**src/rtl/neuron_pkg.sv**
```systemverilog
// neuron_pkg: shared state encodings, Q8.8 constants and helpers for layer blocks.
`default_nettype none

package neuron_pkg;

    typedef enum logic [1:0] {
        ST_ARG = 2'd0,
        ST_RES = 2'd1,
        ST_ERR = 2'd2,
        ST_UPD = 2'd3
    } state_t;

    localparam int                 FRAC    = 8;
    localparam logic signed [15:0] SAT_MAX = 16'sh7FFF;
    localparam logic signed [15:0] SAT_MIN = 16'sh8000;

    function automatic int clog2(input int v);
        int r;
        r = 0;
        while ((1 << r) < v) r++;
        return r;
    endfunction

endpackage

`default_nettype wire

```
**src/rtl/neuron_saturate.sv**
```systemverilog
// neuron_saturate: clamps a signed IW-bit value to the signed 16-bit range.
`default_nettype none

module neuron_saturate
    import neuron_pkg::*;
#(
    parameter int IW = 24
) (
    input  logic signed [IW-1:0] i_din,
    output logic signed [15:0]   o_dout
);

    localparam logic signed [IW-1:0] C_MAX = IW'(SAT_MAX);
    localparam logic signed [IW-1:0] C_MIN = IW'(SAT_MIN);

    always_comb begin
        if (i_din > C_MAX)      o_dout = SAT_MAX;
        else if (i_din < C_MIN) o_dout = SAT_MIN;
        else                    o_dout = i_din[15:0];
    end

endmodule

`default_nettype wire

```
**src/rtl/neuron.sv**
```systemverilog
// neuron: serial MAC of N activations against signed weights plus bias, with
// optional in-place weight/bias update from the activation stage's delta.
`default_nettype none

module neuron
    import neuron_pkg::*;
#(
    parameter int N    = 4,
    parameter int RATE = 0
) (
    input  logic        clk,
    input  logic        rst,
    input  logic        en,
    input  logic        arg_stb,
    input  logic [7:0]  arg_dat,
    output logic        arg_rdy,
    output logic        res_stb,
    output logic [15:0] res_dat,
    input  logic        res_rdy,
    input  logic        err_stb,
    input  logic [15:0] err_dat,
    output logic        err_rdy
);

    localparam int XW   = (clog2(N) < 1) ? 1 : clog2(N);
    localparam int IDXW = clog2(N + 1);
    localparam int AW   = 24 + clog2(N) + 1;
    localparam int RW   = AW + 1 - FRAC;

    state_t                   r_state;
    state_t                   w_state_nxt;
    logic [IDXW-1:0]          r_idx;
    logic signed [AW-1:0]     r_acc;
    logic [7:0]               r_x [N];
    logic signed [15:0]       r_w [N];
    logic signed [15:0]       r_b;
    logic signed [15:0]       r_delta;
    logic                     r_res_stb;
    logic [15:0]              r_res_dat;

    logic                     w_arg_ack;
    logic                     w_res_ack;
    logic                     w_err_ack;
    logic [XW-1:0]            w_eidx;
    logic signed [24:0]       w_prod;
    logic signed [AW:0]       w_sum;
    logic signed [15:0]       w_res_sat;
    logic signed [24:0]       w_dx;
    logic signed [24:0]       w_dx_sh;
    logic signed [25:0]       w_wnew;
    logic signed [15:0]       w_wsat;
    logic signed [15:0]       w_dsh;
    logic signed [16:0]       w_bnew;
    logic signed [15:0]       w_bsat;

    // Ready lines are gated by reset so they drop as soon as reset asserts.
    assign arg_rdy = rst && (r_state == ST_ARG);
    assign err_rdy = rst && (r_state == ST_ERR);
    assign res_stb = r_res_stb;
    assign res_dat = r_res_dat;

    assign w_arg_ack = arg_stb && arg_rdy;
    assign w_res_ack = r_res_stb && res_rdy;
    assign w_err_ack = err_stb && err_rdy;
    assign w_eidx    = r_idx[XW-1:0];

    assign w_prod  = $signed({1'b0, arg_dat}) * r_w[w_eidx];
    assign w_sum   = {r_acc[AW-1], r_acc} + ({{(AW+1-16){r_b[15]}}, r_b} <<< FRAC);
    assign w_dx    = r_delta * $signed({1'b0, r_x[w_eidx]});
    assign w_dx_sh = w_dx >>> (FRAC + RATE);
    assign w_wnew  = {{10{r_w[w_eidx][15]}}, r_w[w_eidx]} - {w_dx_sh[24], w_dx_sh};
    assign w_dsh   = r_delta >>> RATE;
    assign w_bnew  = {r_b[15], r_b} - {w_dsh[15], w_dsh};

    neuron_saturate #(.IW(RW)) u_sat_res (.i_din(w_sum[AW:FRAC]), .o_dout(w_res_sat));
    neuron_saturate #(.IW(26)) u_sat_w   (.i_din(w_wnew),         .o_dout(w_wsat));
    neuron_saturate #(.IW(17)) u_sat_b   (.i_din(w_bnew),         .o_dout(w_bsat));

    always_ff @(posedge clk or negedge rst) begin
        if (!rst) r_state <= ST_ARG;
        else      r_state <= w_state_nxt;
    end

    always_comb begin
        w_state_nxt = r_state;
        case (r_state)
            ST_ARG: if (w_arg_ack && r_idx == IDXW'(N - 1)) w_state_nxt = ST_RES;
            ST_RES: if (w_res_ack) w_state_nxt = en ? ST_ERR : ST_ARG;
            ST_ERR: if (w_err_ack) w_state_nxt = ST_UPD;
            ST_UPD: if (r_idx == IDXW'(N)) w_state_nxt = ST_ARG;
            default: w_state_nxt = ST_ARG;
        endcase
    end

    always_ff @(posedge clk or negedge rst) begin
        if (!rst) begin
            r_idx     <= '0;
            r_acc     <= '0;
            r_b       <= '0;
            r_delta   <= '0;
            r_res_stb <= 1'b0;
            r_res_dat <= '0;
            for (int i = 0; i < N; i++) begin
                r_x[i] <= '0;
                r_w[i] <= '0;
            end
        end else begin
            case (r_state)
                ST_ARG: if (w_arg_ack) begin
                    r_x[w_eidx] <= arg_dat;
                    r_acc       <= r_acc + AW'(w_prod);
                    r_idx       <= (r_idx == IDXW'(N - 1)) ? '0 : r_idx + 1'b1;
                end
                ST_RES: begin
                    if (!r_res_stb) begin
                        r_res_dat <= w_res_sat;
                        r_res_stb <= 1'b1;
                    end else if (res_rdy) begin
                        r_res_stb <= 1'b0;
                        r_acc     <= '0;
                    end
                end
                ST_ERR: if (w_err_ack) r_delta <= err_dat;
                ST_UPD: begin
                    // Last update slot (idx == N) belongs to the bias.
                    if (r_idx == IDXW'(N)) begin
                        r_b   <= w_bsat;
                        r_idx <= '0;
                    end else begin
                        r_w[w_eidx] <= w_wsat;
                        r_idx       <= r_idx + 1'b1;
                    end
                end
                default: ;
            endcase
        end
    end

endmodule

`default_nettype wire
```
**config.mk**
```make
export PLATFORM = sky130hd
export DESIGN_NAME = neuron
export DESIGN_NICKNAME = d
export VERILOG_FILES = /design/src/rtl/neuron_pkg.sv /design/src/rtl/neuron_saturate.sv /design/src/rtl/neuron.sv
export SDC_FILE = /design/constraint.sdc
export NUM_CORES = 1
export LEC_CHECK = 0
export ABC_AREA = 0
export BUFFER_PORTS_ARGS = -buffer_cell sky130_fd_sc_hd__clkbuf_2
export CELL_PAD_IN_SITES_DETAIL_PLACEMENT = 2
export CELL_PAD_IN_SITES_GLOBAL_PLACEMENT = 2
export CORE_MARGIN = 2
export CORE_UTILIZATION = 38
export CTS_CLUSTER_SIZE = 24
export DETAILED_ROUTE_END_ITERATION = 16
export GPL_ROUTABILITY_DRIVEN = 0
export PLACE_DENSITY = 0.76
export SYNTH_ARGS = -nofsm -noshare
export SYNTH_HDL_FRONTEND = slang
export SYNTH_SLANG_ARGS = --single-unit
```
**constraint.sdc**
```tcl
create_clock -name clk -period 8.3 [get_ports clk]
set_input_delay 1.66 -clock clk [delete_from_list [all_inputs] [get_ports clk]]
set_output_delay 1.66 -clock clk [all_outputs]
set_load 0.01 [all_outputs]
```
==> summary.txt <==
Status: finished, final reports clean
Crit path buffers/inverters: 4
First-pass GRT wire length: 98170 µm
Die Area: 53220 µm²
HPWL Detailed: 48180 µm
Io pins: 49
Port buffer count: 48
Min Clock Period, post-route: 7.890 ns
Site Rows: 83
Req. time, crit path: 8.70 ns
Worst-Skew Late Latency: 0.49 ns
Total track usage: 0.2393
Predominant post-synthesis flop cell: dfrtp_1
Vias in the first global route: 17.54k
Unique masters post-synth: 69
Clock tree buffer depth: 2
Asr flop ratio synth: 1.000
Crit path kind: flip-flop to flip-flop
Die Wd: 230.7 µm
Final Skew: 0.01233 ns
Post-route cell area: 21190 µm²
Initial DRC count: 673
Worst hold-check path type: flip-flop to flip-flop
Synth top area share: 0.2368
Depth of the worst register-to-register path: 28
Post-route ant nets: 0
H-Tree Depth: 4
Cells on Worst Hold Path: 2
Area leader, netlist: fa_1
# diodes: 0
DR pass1 iterations: 5
Tightest Pin Transition: 0.9871 ns
Arrival time worst endpoint: 8.29 ns
Max Cap Viol: 0
Yosys reg bits: 177
Wire length on met2: 30230 µm
Max_slew headroom: 0.3395
Post-route setup slack: 0.4098 ns
Slew Viols, Final: 0
WHS: 0.4976 ns
Syn_nets: 2488
Final Hold Fails: 0
Syn Area/Cell: 9.461 µm²
Clock transition at path regs: 0.08 ns
DP Area: 20520 µm²
Startpoint Class: flip-flop
CP delay by family, top: adder cells
Nets@finish: 2506
Total routed wirelength: 61200 µm
Register area share after synthesis: 0.2268
Critical path fanouts, max: 12
Clock buffer count from CTS: 17
Max Clk Rate: 126.7 MHz
Critical path's slowest cell: mux4_2
GR Overflow Total: 0
Yosys warns: 0
Via count: 15.00k
Largest net degree at the start of global routing: 120
Critical path depth: 28
Met1 WL: 27740 µm
Fillers: 5586
Post-synth EDFFs: 0
DIE HEIGHT: 230.7 µm
Ratio of cells with drive above 1 in the final layout: 0.09976
DR WL met3: 1906 µm
CTS Sinks: 177
Initial Util: 0.3822
Cell area after synthesis: 19530 µm²
# setup viols final: 0
Core ar.: 51090 µm²
Crit path largest cell delay: 0.66 ns
Area Overhead vs Synth: 8.502%
Critical Path End Type: flip-flop
Final Cycle Share: 0.9506
DRC viols: 0
Initial antenna violation count: 0
Uppermost layer routed: met4
Most used cell, CP: a21oi_1
Clk root buf: clkbuf_16
Cell count after synthesis: 2064
Place WS: -0.08793 ns
Synth area leaders: fa_1, dfrtp_1, ha_1, inv_1, and2_1
Vias/cell: 5.405
CTS tree: yes
Wire length per cell: 22.06 µm
[registers in the layout, summed over array words and instances, names as in the netlist, named ones only]
signal	count
res_dat	16
r_idx	3
r_state	1
r_acc	27
r_w	64
r_b	16
res_stb	1
r_x	32
r_delta	16
[through the flow]
| step | TNS [ns] | util | std cells |
|---|---|---|---|
| 2_1_floorplan | 0 | - | 2064 |
| 6_report | 0 | 0.4147 | 2775 |
| 5_1_grt | -1.827 | 0.4147 | 2775 |
| 3_5_place_dp | -1.035 | 0.4016 | 2737 |
| 4_1_cts | 0 | 0.4132 | 2769 |
| 3_3_place_gp | 0 | 0.4016 | 2737 |
[metal layers]
| layer | vias to the layer above | GRT usage |
|---|---|---|
| met3 | 72 | 0.03174 |
| met1 | 7924 | 0.3194 |
| met4 | 0 | 0.07198 |
| li1 | 6764 | - |
| met2 | 239 | 0.4051 |
| met5 | - | 0 |
[path summary, 6_finish.rpt]
check                           startpoint   endpoint  slack (ns)
worst min register to register     r_w[15]    r_w[15]        0.50
max in group asynchronous              rst  r_acc[16]        5.99
worst max-delay path              r_idx[0]    r_w[33]        0.41
min in group asynchronous              rst    r_w[24]        1.15
worst min-delay path               r_w[15]    r_w[15]        0.50
worst max register to register    r_idx[0]    r_w[33]        0.41
[cell usage after synthesis, types with 8 or more instances]
library cell    n
a211oi_1       10
o21ai_0        84
and2_1        155
nand2_1       205
mux2_2         53
nor3_1         12
clkbuf_1       70
fa_1          231
xor2_1         25
inv_1         311
a22o_1         13
a21o_1         30
o21a_1         18
and3_1          8
o211ai_1       16
o21bai_1       12
nand2b_1       12
dfrtp_1       177
ha_1          163
nor2b_1         9
nand3_1        40
mux4_2         24
a31oi_1        13
nor2_1        114
a21oi_1       111
xnor2_1        51
[worst register-to-register path: cells and delay by family (launching register included)]
kind            cells  cell delay, ns
compound gates     11            2.35
xor+xnor            2            0.33
fa+ha+maj           6            2.76
buf+inv             4            0.55
flops               1            0.49
mux                 1            0.67
simple gates        4            0.68
[area by class of cell]
type,instances,area (µm²),share of cell area
tap,680,850.8,0.04016
clock inverter,15,165.2,0.007795
sequential,177,4431,0.2091
inverter,311,1167,0.05510
multi-input combinational,1498,13670,0.6453
timing repair buffer,77,476.7,0.02250
clock buffer,17,425.4,0.02008
[cells by family after synthesis]
kind of cell	share of synthesized area
buf+inv	0.07516
flops	0.2268
simple gates	0.1457
compound gates	0.1162
xor+xnor	0.03409
mux	0.06029
fa+ha+maj	0.3418
[layout by cell type, fill, tap and decap left out, types with 11 or more instances in the layout]
| master | synthesis | routed |
|---|---|---|
| a21o_1 | 30 | 30 |
| a21oi_1 | 111 | 110 |
| a22o_1 | 13 | 13 |
| a31oi_1 | 13 | 13 |
| and2_1 | 155 | 155 |
| buf_4 | 1 | 28 |
| clkbuf_16 | 0 | 17 |
| clkbuf_2 | 0 | 47 |
| dfrtp_1 | 177 | 176 |
| fa_1 | 231 | 231 |
| ha_1 | 163 | 162 |
| inv_1 | 311 | 311 |
| mux2_2 | 53 | 53 |
| mux4_2 | 24 | 24 |
| nand2_1 | 205 | 204 |
| nand2b_1 | 12 | 12 |
| nand3_1 | 40 | 40 |
| nor2_1 | 114 | 114 |
| nor3_1 | 12 | 11 |
| o211ai_1 | 16 | 16 |
| o21a_1 | 18 | 18 |
| o21ai_0 | 84 | 82 |
| o21bai_1 | 12 | 11 |
| xnor2_1 | 51 | 51 |
| xor2_1 | 25 | 25 |
[timing repair]
item                                    in CTS  in global routing
hold buffers                                 0                  0
cloned                                       0                  0
pin swaps                                    0                  3
buffers inserted                             0                  6
endpoints found under the setup margin      57                 60
gates resized for setup                      1                  9
Power is left out: the tool's default activity adds up to more than one toggle a clock period on the data nets, which glitch-free logic cannot reach.
